`src/rtl/sync_frame_tx.sv`:
```
// rtl/sync_frame_tx.sv - bit-serial frame transmitter: sync header, MSB-first data, even parity, guard zeros
// Each register holds the value for the bit currently on the line, so the next-state logic also computes the next bit.
module sync_frame_tx #(
  parameter int         NBITS  = 8,
  parameter int         GUARD  = 2,
  parameter logic [3:0] HEADER = 4'b1011
) (
  input  logic             clk_2,
  input  logic             reset,
  input  logic             start,
  input  logic [NBITS-1:0] data_in,
  output logic             out_bit,
  output logic             busy,
  output logic             done,
  output logic [4:0]       bit_idx
);

  localparam logic [2:0] S_IDLE = 3'd0;
  localparam logic [2:0] S_HDR  = 3'd1;
  localparam logic [2:0] S_DATA = 3'd2;
  localparam logic [2:0] S_PAR  = 3'd3;
  localparam logic [2:0] S_GRD  = 3'd4;

  localparam logic [4:0] HDR_LAST  = 5'd3;
  localparam logic [4:0] DATA_LAST = 5'(NBITS - 1);
  localparam logic [4:0] GRD_LAST  = 5'(GUARD - 1);

  logic [2:0]       state_q, state_d;
  logic [4:0]       idx_q, idx_d;
  logic [NBITS-1:0] sh_q, sh_d;
  logic             par_q, par_d;
  logic             out_q, out_d;
  logic             busy_q, busy_d;
  logic             done_q, done_d;
  logic [1:0]       hdr_pos;

  always_comb begin
    state_d = state_q;
    idx_d   = idx_q;
    sh_d    = sh_q;
    par_d   = par_q;
    out_d   = 1'b0;
    done_d  = 1'b0;
    hdr_pos = 2'd2 - idx_q[1:0];
    case (state_q)
      S_IDLE: begin
        if (start) begin
          state_d = S_HDR;
          idx_d   = '0;
          sh_d    = data_in;
          par_d   = 1'b0;
          out_d   = HEADER[3];
        end
      end
      S_HDR: begin
        if (idx_q == HDR_LAST) begin
          state_d = S_DATA;
          idx_d   = '0;
          out_d   = sh_q[NBITS-1];
          par_d   = par_q ^ sh_q[NBITS-1];
          sh_d    = {sh_q[NBITS-2:0], 1'b0};
        end else begin
          idx_d = idx_q + 5'd1;
          out_d = HEADER[hdr_pos];
        end
      end
      S_DATA: begin
        if (idx_q == DATA_LAST) begin
          // par_q already covers every data bit, the last one was folded in when it was launched
          state_d = S_PAR;
          idx_d   = '0;
          out_d   = par_q;
        end else begin
          idx_d = idx_q + 5'd1;
          out_d = sh_q[NBITS-1];
          par_d = par_q ^ sh_q[NBITS-1];
          sh_d  = {sh_q[NBITS-2:0], 1'b0};
        end
      end
      S_PAR: begin
        state_d = S_GRD;
        idx_d   = '0;
      end
      S_GRD: begin
        if (idx_q == GRD_LAST) begin
          state_d = S_IDLE;
          idx_d   = '0;
          done_d  = 1'b1;
        end else begin
          idx_d = idx_q + 5'd1;
        end
      end
      default: begin
        state_d = S_IDLE;
        idx_d   = '0;
      end
    endcase
    busy_d = (state_d != S_IDLE);
  end

  always_ff @(posedge clk_2 or negedge reset) begin
    if (!reset) begin
      state_q <= S_IDLE;
      idx_q   <= '0;
      sh_q    <= '0;
      par_q   <= 1'b0;
      out_q   <= 1'b0;
      busy_q  <= 1'b0;
      done_q  <= 1'b0;
    end else begin
      state_q <= state_d;
      idx_q   <= idx_d;
      sh_q    <= sh_d;
      par_q   <= par_d;
      out_q   <= out_d;
      busy_q  <= busy_d;
      done_q  <= done_d;
    end
  end

  assign out_bit = out_q;
  assign busy    = busy_q;
  assign done    = done_q;
  assign bit_idx = idx_q;

endmodule

```
`config.mk`:
```
export PLATFORM = sky130hd
export DESIGN_NAME = sync_frame_tx
export DESIGN_NICKNAME = d
export VERILOG_FILES = /design/src/rtl/sync_frame_tx.sv
export SDC_FILE = /design/constraint.sdc
export NUM_CORES = 1
export LEC_CHECK = 0
export BUFFER_PORTS_ARGS = -buffer_cell sky130_fd_sc_hd__buf_2
export CAP_MARGIN = 20
export CORE_ASPECT_RATIO = 1.4
export CORE_MARGIN = 2
export CORE_UTILIZATION = 58
export CTS_CLUSTER_SIZE = 16
export DETAILED_ROUTE_END_ITERATION = 12
export GPL_ROUTABILITY_DRIVEN = 0
export PLACE_DENSITY = 0.82
export SLEW_MARGIN = 40
export SYNTH_ARGS = -nofsm -noshare
export SYNTH_HDL_FRONTEND = slang
export SYNTH_SLANG_ARGS = --single-unit
```
`constraint.sdc`:
```
create_clock -name clk_2 -period 3.3 [get_ports clk_2]
set_input_delay 0.495 -clock clk_2 [delete_from_list [all_inputs] [get_ports clk_2]]
set_output_delay 0.495 -clock clk_2 [all_outputs]
set_load 0.02 [all_outputs]
```
After elaboration in Yosys (flattened, before gate mapping)
Cells that the tools add are included.

Bits in registers: 20. Output and inout port bits: 8. Logic and storage cells: 51.

Add/sub/neg operators: 2. Order comparisons: 1. Equal/unequal tests: 10. Multiplexer cells: 26. Bitwise operators: 1. Reduce and logical (&&, ||, !) cells: 4.

Operators with widths (count): $mux 8 (3); $pmux 8 s3 (1); $mux 5 (4); $pmux 5 s4 (1); $pmux 3 s5 (1); $mux 3 (4); $mux 1 (9); $eq 3x2->1 const B (2); $ne 2x2->1 const B (3); $pmux 1 s3 (2); $reduce_bool 3->1 (2); $add 5x1->5 const B (1); $eq 5x1->1 const B (1); $eq 5x2->1 const B (1); $eq 5x3->1 const B (1); $reduce_and 4->1 (1); $eq 3x1->1 const B (1); $eq 3x3->1 const B (1); $logic_not 3->1 (1); $lt 2x3->1 const B (1); $bmux 1 s2 (1); $sub 2x2->2 const A (1); $xor 1x1->1 (1).

Longest topological paths before layout
Gate-level depths: netlist of the first run.

Word-level depth: 5. Gate-level depth with buffers: 6. Mapped depth without buffers: 6.

Worst setup path after synthesis of the first run
OpenSTA, ideal clock, no wires.

Path type: register -> register. Start point: reg idx_q[0], in the netlist bit_idx[0]. End point: reg sh_q[1]. Arrival time: 1.824 ns. Data required time: 3.175 ns. Setup slack: 1.351 ns. Cell stages (with the launch flop): 6. Clock period less this slack: 1.949 ns. Cells stage by stage: dfrtp_1 ha_1 and4bb_4 or2_4 a31oi_4 mux2_2.

Cells in the longest elaborated chain, start to end: 3. Elaborated cells on any way between the ends: 5.

RTL lines: start, declared (line 29) `logic [4:0] idx_q, idx_d;`; start signal, assigned (line 112) `idx_q <= idx_d;`; $eq 5x3->1 or $eq 5x2->1 (tied branches) (line 68, 56); $ne 2x2->1 (no source line); $reduce_and 4->1 (no source line) (*); end signal, assigned (line 105) `sh_q <= '0;`; end signal, assigned (line 113) `sh_q <= sh_d;`; end, declared (line 30) `logic [NBITS-1:0] sh_q, sh_d;`.

Mark *: on every way between the ends. The rest lies on a longest branch, timed or not. A chain may end at the register's enable or synchronous reset.

Final worst setup path of the first run
Start point: reg idx_q[0], in the netlist bit_idx[0]. End point: reg sh_q[3].

Same word-level chain as after synthesis.

==> reports/qor.csv, run 1 <==
metric,value,unit
min_period,2.07,ns
ys_ff_latch,20,
irDropWorstVdd,0.530,mV
routed_via_density,5.93,
finalCritPeriodShare,62.7,%
relSlewSlack,55.8,%
wl,2.16,mm
drtIter0Drc,23,
vias,866,
async_flop_share,100,%
crit_fanout,8,
grt_pass1_wl,3.86,mm
drive_above_1_share,34.4,%
htree_levels,1,
cts.clk_slew.worst_paths,0.11,ns
synthFlopType,dfrtp_1,
startpoint_type,register,
p_per_area,938,nW/um^2
postLayoutCellArea,1260,um^2
synth_common_cells,"20 x dfrtp_1, 14 x mux2_2, 11 x nand2_1",
port_buffers,18,
post-synth-top-count-cell,dfrtp_1,
netlist_area,1140,um^2
dp_hpwl,1.66,mm
hold_viol,0,
drv_slew,0,
status,"complete, no violations",
grt_max_degree,21,
synthCells,109,
clock.fmax,0.483,GHz
synth_warnings,0,
final.setup.tns,0,ns
synth_area_leader_cell,dfrtp_1,
tritoncts,built,
setup_viol,0,
clock-sinks,20,
initial_core_util,60.1,%
grt_pass1_vias,888,
n_antenna_cell,0,
antenna_found_initial,0,
placed_cell_area,1240,um^2
grt_usage,21.3,%
row_count,19,
critPathKind,reg2reg,
hold_class,in2async,
ff2ff_path_depth,5,
dr.pass1.iters,4,
die_y,56.5,um
synth.top_cell.area_share,43.8,%
synth.distinct_cells,37,
clkLatencyLatePin,0.29,ns
post_cts_buffers,0,
cts.repair.resized,0,
core_area,1900,um^2
die_w,41.5,um
syn_to_final_growth,10.2,%
dieArea,2350,um^2
yosys-top-cells-area,"dfrtp_1 44%, mux2_2 14%, nand2_1 3.6%, ha_1 3.3%, nor2_1 3.0%",
cts_hold_buf,0,
synthesis.nets,123,
wl_per_cell,14.8,um
clockRootBuffer,clkbuf_4,
post-route-drc-count,0,
cp.arrival,2.25,ns
synth_edf_count,0,
rsz0062_at_grt,false,
ys_seq_area_share,43.8,%
clock_path_buffers,2,
fin_nets,141,
fin_worst_skew,0.00633,ns
cts_made_buffers,3,
crit_required,3.48,ns
max_cap_violations,0,
avgSynthCellArea,10.5,um^2
grt.overflow.total,0,
ant_nets,0,
worstMarginPinSlew,0.656,ns
num_io_pins,19,
cp-end-kind,register,
power_leakage,0.591,nW
-- stage by stage --
step / setup WS (ns) / hold slack, ns / utilization [%] / instances / total power [mW]
2_1_floorplan: 1.35 / 0.199 / - / 109 / 0.955
3_3_place_gp: 1.33 / 0.457 / 65.1 / 143 / 1.05
3_5_place_dp: 1.26 / 0.464 / 65.1 / 143 / 1.08
4_1_cts: 1.23 / 0.142 / 66.3 / 146 / 1.19
5_1_grt: 1.09 / 0.155 / 66.3 / 146 / 1.28
6_report: 1.23 / 0.118 / 66.3 / 146 / 1.18
-- registers in the layout, summed over array words and instances (netlist names) --
signal / count
state_q: 3
sh_q: 8
done: 1
bit_idx: 5
par_q: 1
out_bit: 1
busy: 1
-- final timing paths --
kind,from,slack (ns),to
max in group asynchronous,reset,2.88,bit_idx[3]$_DFFE_PN0N_
worst min-delay path,reset,0.12,bit_idx[4]$_DFFE_PN0N_
worst min register to register,sh_q[4]$_DFFE_PN0P_,0.52,sh_q[4]$_DFFE_PN0P_
min in group clk_2,data_in[0],0.46,sh_q[0]$_DFFE_PN0P_
worst max-delay path,bit_idx[0]$_DFFE_PN0N_,1.23,sh_q[3]$_DFFE_PN0P_
worst max register to register,bit_idx[0]$_DFFE_PN0N_,1.23,sh_q[3]$_DFFE_PN0P_
-- worst max-delay path, cell delays in order, from the launching register on --
cell	delay, ns
dfrtp_1	0.43
ha_1	0.27
nor4b_4	0.39
nand2_1	0.18
a31oi_4	0.31
mux2_2	0.38
-- cell usage in the layout, fill, tap and decap left out, drive strengths merged, types with 3 or more instances in the layout --
master and count:
mux2 14, ha 3, dfrtp 20, a31oi 3, inv 5, nor3 3, nor2 9, o22ai 3
clkbuf 3, a21oi 4, nand2b 3, nand2 11, buf 18
-- final cells by class --
type	instances	area, um^2
Multi-Input combinational cell	79	602
Sequential cell	20	500
Tap cell	21	26.3
Timing Repair Buffer	18	90.1
Clock buffer	3	22.5
Fill cell	167	642
Inverter	5	18.8
-- layer usage --
layer	vias up	track usage, %	routed length, um
li1	427	-	-
met1	416	25.1	893
met2	21	38.6	1180
met3	2	3.54	74
met4	0	6.91	12
met5	-	0	0
-- report_power, final --
part,internal [mW],total (mW),switching (mW)
sequential,0.345,0.456,0.112
clock,0.0425,0.113,0.0701
combinational,0.318,0.613,0.296
-- cell families (layout without fill, tap and decap cells) --
family          after synthesis  count (layout)  synth area share (%)
simple gates                 41              41                  21.3
compound gates               20              20                  13.5
flops                        20              20                  43.8
mux                          14              14                  13.8
buf+inv                      10              26                  3.61
fa+ha+maj                     3               3                  3.28
xor+xnor                      1               1                 0.766
No activity file was read; power rests on OpenSTA's default activity.
==> inputs of run 2 (changes only) <==
--- a/config.mk
+++ b/config.mk
@@ -9,11 +9,11 @@
 export CAP_MARGIN = 20
 export CORE_ASPECT_RATIO = 1.4
 export CORE_MARGIN = 2
-export CORE_UTILIZATION = 58
+export CORE_UTILIZATION = 49
 export CTS_CLUSTER_SIZE = 16
 export DETAILED_ROUTE_END_ITERATION = 12
 export GPL_ROUTABILITY_DRIVEN = 0
-export PLACE_DENSITY = 0.82
+export PLACE_DENSITY = 0.74
 export SLEW_MARGIN = 40
 export SYNTH_ARGS = -nofsm -noshare
 export SYNTH_HDL_FRONTEND = slang
==> constraint.sdc (replaced) <==
create_clock -name clk_2 -period 1.9 [get_ports clk_2]
set_input_delay 0.285 -clock clk_2 [delete_from_list [all_inputs] [get_ports clk_2]]
set_output_delay 0.285 -clock clk_2 [all_outputs]
set_load 0.02 [all_outputs]
==> run 2 against run 1 <==
Against the previous run: fmax rose by 13%; sequential power increased by 67%; count of clock-buffer cells in the layout did not move; largest cell class unchanged; largest power group unchanged; final cell count up 12%; first-iteration DRC count is 4.3% higher; global-route usage is 0.46 points lower; clock skew is 0.0052 ns higher; critical endpoint is now sh_q[1]$_DFFE_PN0P_; via count up 11%; die area is 17% higher; total power grew 110%.
==> reports/qor.csv, run 2 (synthesized netlist as in run 1, its figures left out) <==
metric,value,unit
switching_share,37.6,%
irDropWorstVdd,0.929,mV
num_io_pins,19,
clock-sinks,20,
grt_usage,20.9,%
critPathKind,reg2reg,
vias,957,
post-route-drc-count,0,
clockRootBuffer,clkbuf_4,
wl_per_cell,15.6,um
final.setup.tns,0,ns
dp_hpwl,1.80,mm
port_buffers,18,
relSlewSlack,70.0,%
grt_max_degree,21,
fin_nets,156,
p_sw,939,uW
setup_viol,0,
clock.fmax,0.544,GHz
hold_class,in2reg,
r2r_setup_slack,0.06,ns
row_count,20,
multi_input_comb_area,624,um^2
grt.overflow.total,0,
clock_path_buffers,2,
clkLatencyLatePin,0.32,ns
ant_nets,0,
hold_viol,0,
post-route-util,65.6,%
p_per_area,1730,nW/um^2
startpoint_type,register,
cp.arrival,2.06,ns
final-instance-count-excl-fill,163,
tritoncts,built,
htree_levels,1,
syn_to_final_growth,26.3,%
cts_made_buffers,3,
antenna_found_initial,0,
place_inst,153,
dr.pass1.iters,4,
hold_slack,0.235,ns
status,"complete, no violations",
fillers,191,
final_cell_mix,"18 x dfrtp_1, 18 x buf_2, 13 x mux2_2, 13 x buf_4, 11 x nand2_1",
finalCritPeriodShare,96.8,%
p_seq_share,30.4,%
grt_pass1_vias,945,
routed_via_density,5.87,
drive_above_1_share,44.7,%
initial_core_util,51.9,%
power_leakage,0.689,nW
drv_slew,0,
crit_required,2.12,ns
dieArea,2740,um^2
cts.clk_slew.worst_paths,0.12,ns
die_w,44.8,um
min_period,1.84,ns
grt_pass1_wl,4.15,mm
p_int,1.56,mW
n_antenna_cell,0,
core_area,2200,um^2
largest_reg_flops,8,
fin_worst_skew,0.0115,ns
comb_power_share,55.3,%
max_cap_violations,0,
max_flop_register,sh_q,
drtIter0Drc,24,
seq_area,503,um^2
wl,2.55,mm
worstMarginPinSlew,0.449,ns
cp-end-kind,register,
die_y,61.2,um
rsz0062_at_grt,false,
power_frac_clock,14.2,%
crit_fanout,8,
[run 2: path summary, 6_finish.rpt]
kind,start,end,cells past startpoint
worst min-delay path,data_in[0],sh_q[0]$_DFFE_PN0P_,3
max in group asynchronous,reset,state_q[0]$_DFF_PN0_,2
min in group asynchronous,reset,sh_q[1]$_DFFE_PN0P_,2
worst max register to register,bit_idx[0]$_DFFE_PN0N_,sh_q[1]$_DFFE_PN0P_,6
worst max-delay path,bit_idx[0]$_DFFE_PN0N_,sh_q[1]$_DFFE_PN0P_,6
worst min register to register,sh_q[4]$_DFFE_PN0P_,sh_q[4]$_DFFE_PN0P_,1
[run 2: stage by stage]
step	cell area (um^2)	power (mW)	setup WS (ns)
detailed placement	1310	2.00	-0.0613
global route	1440	2.67	0.00337
CTS	1410	2.45	0.0110
global placement	1310	1.94	0.0473
finish	1440	2.50	0.0608
floorplan	1140	1.66	0.00667
[run 2: per-layer routing]
metal  up-vias  GRT usage (%)  share of wire (%)
li1        455              -                  -
met1       456           22.7                 38
met2        37           39.3                 55
met3         9           2.05                4.3
met4         0           10.5                2.6
met5         -              0                  0
[run 2: power by group through the flow]
stage,Sequential [mW],Combinational [mW],Clock [mW]
after global routing,0.783,1.51,0.375
after global placement,0.743,1.20,0
after floorplan,0.771,0.890,0
after CTS,0.746,1.34,0.359
after detailed placement,0.755,1.24,0
final,0.760,1.38,0.355
[run 2: repair_timing]
item                                    in CTS  in global routing
pin swaps                                    1                  0
buffers inserted                             3                  2
hold buffers                                 1                  0
resized for setup                            1                  5
endpoints found under the hold margin       20                  0
endpoints found under the setup margin       7                  9
[run 2: layout make-up]
| class | count | area share [%] |
|---|---|---|
| repair buffers | 33 | 15.1 |
| multi-input cells | 79 | 43.2 |
| clock inverters | 1 | 2.08 |
| clock buffers | 3 | 1.56 |
| well taps | 22 | 1.91 |
| flip-flops and latches | 20 | 34.8 |
| inverters | 5 | 1.30 |
[run 2: worst max-delay path: stages (launching register included)]
cell      delay (ns)
dfrtp_2         0.45
ha_4            0.17
and4bb_4        0.20
or2_4           0.25
a31oi_4         0.19
buf_12          0.15
mux2_2          0.33
==> inputs of run 3 (changes only) <==
--- a/config.mk
+++ b/config.mk
@@ -13,7 +13,7 @@
 export CTS_CLUSTER_SIZE = 16
 export DETAILED_ROUTE_END_ITERATION = 12
 export GPL_ROUTABILITY_DRIVEN = 0
-export PLACE_DENSITY = 0.74
+export PLACE_DENSITY = 0.86
 export SLEW_MARGIN = 40
 export SYNTH_ARGS = -nofsm -noshare
 export SYNTH_HDL_FRONTEND = slang
==> run 3 against run 2 <==
Against the previous run: clock power is 29% lower; final cell count shrank 3.1%; total power down 7.3%; routed wire length decreased by 9.1%.
==> reports/qor.csv, run 3 (synthesized netlist as in run 1, its figures left out) <==
metric,value,unit
critPathKind,reg2reg,
rsz0062_at_grt,false,
cts_made_buffers,3,
worstMarginPinSlew,0.445,ns
wl_per_cell,14.7,um
status,"complete, no violations",
initial_core_util,51.9,%
dieArea,2740,um^2
num_io_pins,19,
setup_slack,0.0724,ns
min_period,1.83,ns
power_leakage,0.656,nW
post-route-drc-count,0,
drtIter0Drc,10,
drv_slew,0,
crit_slowest_cell,dfrtp_1,
dp_slack,-0.0618,ns
max_flop_register,sh_q,
clkLatencyLatePin,0.31,ns
hold_viol,0,
clock_path_buffers,2,
die_y,61.2,um
n_antenna_cell,0,
htree_levels,1,
fin_worst_skew,0.00102,ns
crit_fanout,8,
relSlewSlack,70.2,%
wl,2.32,mm
grt_pass1_vias,953,
cts.clk_slew.worst_paths,0.11,ns
worstHoldPathCells,3,
r2r_setup_slack,0.07,ns
irDropWorstVdd,0.976,mV
final_common_cell,buf_2,
grt_pass1_wl,4.12,mm
routed_via_density,5.77,
cp_top_family,simple AND/OR/NAND/NOR gates,
largest_reg_flops,8,
r2r-end,sh_q[1]$_DFFE_PN0P_,
drive_above_1_share,42.6,%
dr.pass1.iters,4,
crit_cells,6,
clock.fmax,0.547,GHz
cp_cell_sequence,"ha_4, and4bb_4, or2_4, a31oi_4, buf_12, mux2_2",
antenna_found_initial,0,
crit_buf_inv,1,
core_area,2200,um^2
dp_hpwl,1.72,mm
rr_startpoint,bit_idx[1]$_DFFE_PN0N_,
clockRootBuffer,clkbuf_4,
clock-sinks,20,
slowest_delay,0.44,ns
setup_viol,0,
cp.arrival,2.04,ns
vias,911,
timing.critical_path.from,bit_idx[1]$_DFFE_PN0N_,
min_to,sh_q[0]$_DFFE_PN0P_,
crit_required,2.11,ns
final_cell_mix,"18 x buf_2, 17 x dfrtp_1, 12 x mux2_2",
p_per_area,1660,nW/um^2
ant_nets,0,
cp-end-kind,register,
final.setup.tns,0,ns
port_buffers,18,
syn_to_final_growth,21.7,%
die_w,44.8,um
max_cap_violations,0,
grt_max_degree,21,
grt_usage,20.6,%
grt.overflow.total,0,
ff2ff_path_depth,6,
fin_nets,151,
startpoint_type,register,
holdCritStartpoint,data_in[0],
row_count,20,
finalCritPeriodShare,96.2,%
tritoncts,built,
hold_class,in2reg,
==> run 3: stage by stage <==
step                      utilization, %  area (um^2)  hold WS (ns)  total power, mW  cells
after floorplan                        -         1140       -0.0106             1.66    109
after global placement              58.7         1290         0.246             1.90    151
after detailed placement            58.7         1290         0.253             1.95    151
after CTS                           62.4         1380         0.234             2.31    158
after global routing                63.2         1390         0.272             2.50    158
final                               63.2         1390         0.234             2.32    158
==> run 3: metal layers <==
metal | wire (um) | up-vias | part of all wire [%] | global-route usage, %
li1 | - | 449 | - | -
met1 | 942 | 431 | 41 | 22.5
met2 | 1240 | 26 | 53 | 39.5
met3 | 93 | 5 | 4.0 | 1.76
met4 | 43 | 0 | 1.9 | 9.24
met5 | 0 | - | 0 | 0
==> run 3: worst max path at each step <==
stage,to,slack (ns)
6_report,sh_q[1]$_DFFE_PN0P_,0.07
2_1_floorplan,sh_q[1]$_DFFE_PN0P_,0.007
5_1_grt,sh_q[1]$_DFFE_PN0P_,0.006
3_5_place_dp,sh_q[2]$_DFFE_PN0P_,-0.06
4_1_cts,sh_q[1]$_DFFE_PN0P_,0.004
3_3_place_gp,sh_q[5]$_DFFE_PN0P_,0.06
==> run 3: worst reg2reg max path: stages (launching register included) <==
cell and delay, ns:
dfrtp_1 0.44, ha_4 0.19, and4bb_4 0.21, or2_4 0.25
a31oi_4 0.16, buf_12 0.15, mux2_2 0.33
==> run 3: power by group <==
part / switching, mW / leakage (nW) / total (mW) / internal, mW
logic: 0.604 / 0.386 / 1.30 / 0.694
clock network: 0.133 / 0.0210 / 0.251 / 0.117
registers: 0.160 / 0.249 / 0.767 / 0.606
==> run 3: layout make-up <==
type	count	area, um^2
Fill cell	187	811
Multi-Input combinational cell	79	624
Sequential cell	20	504
Timing Repair Buffer	28	180
Clock buffer	4	36.3
Tap cell	22	27.5
Inverter	5	18.8
==> run 3: what timing repair did <==
| action | CTS | global route |
|---|---|---|
| resized for setup | 3 | 4 |
| hold buffers | 1 | 0 |
| hold endpoints to repair | 20 | 0 |
| setup buffers | 2 | 0 |
| pin swaps | 1 | 1 |
| setup endpoints to repair | 7 | 7 |
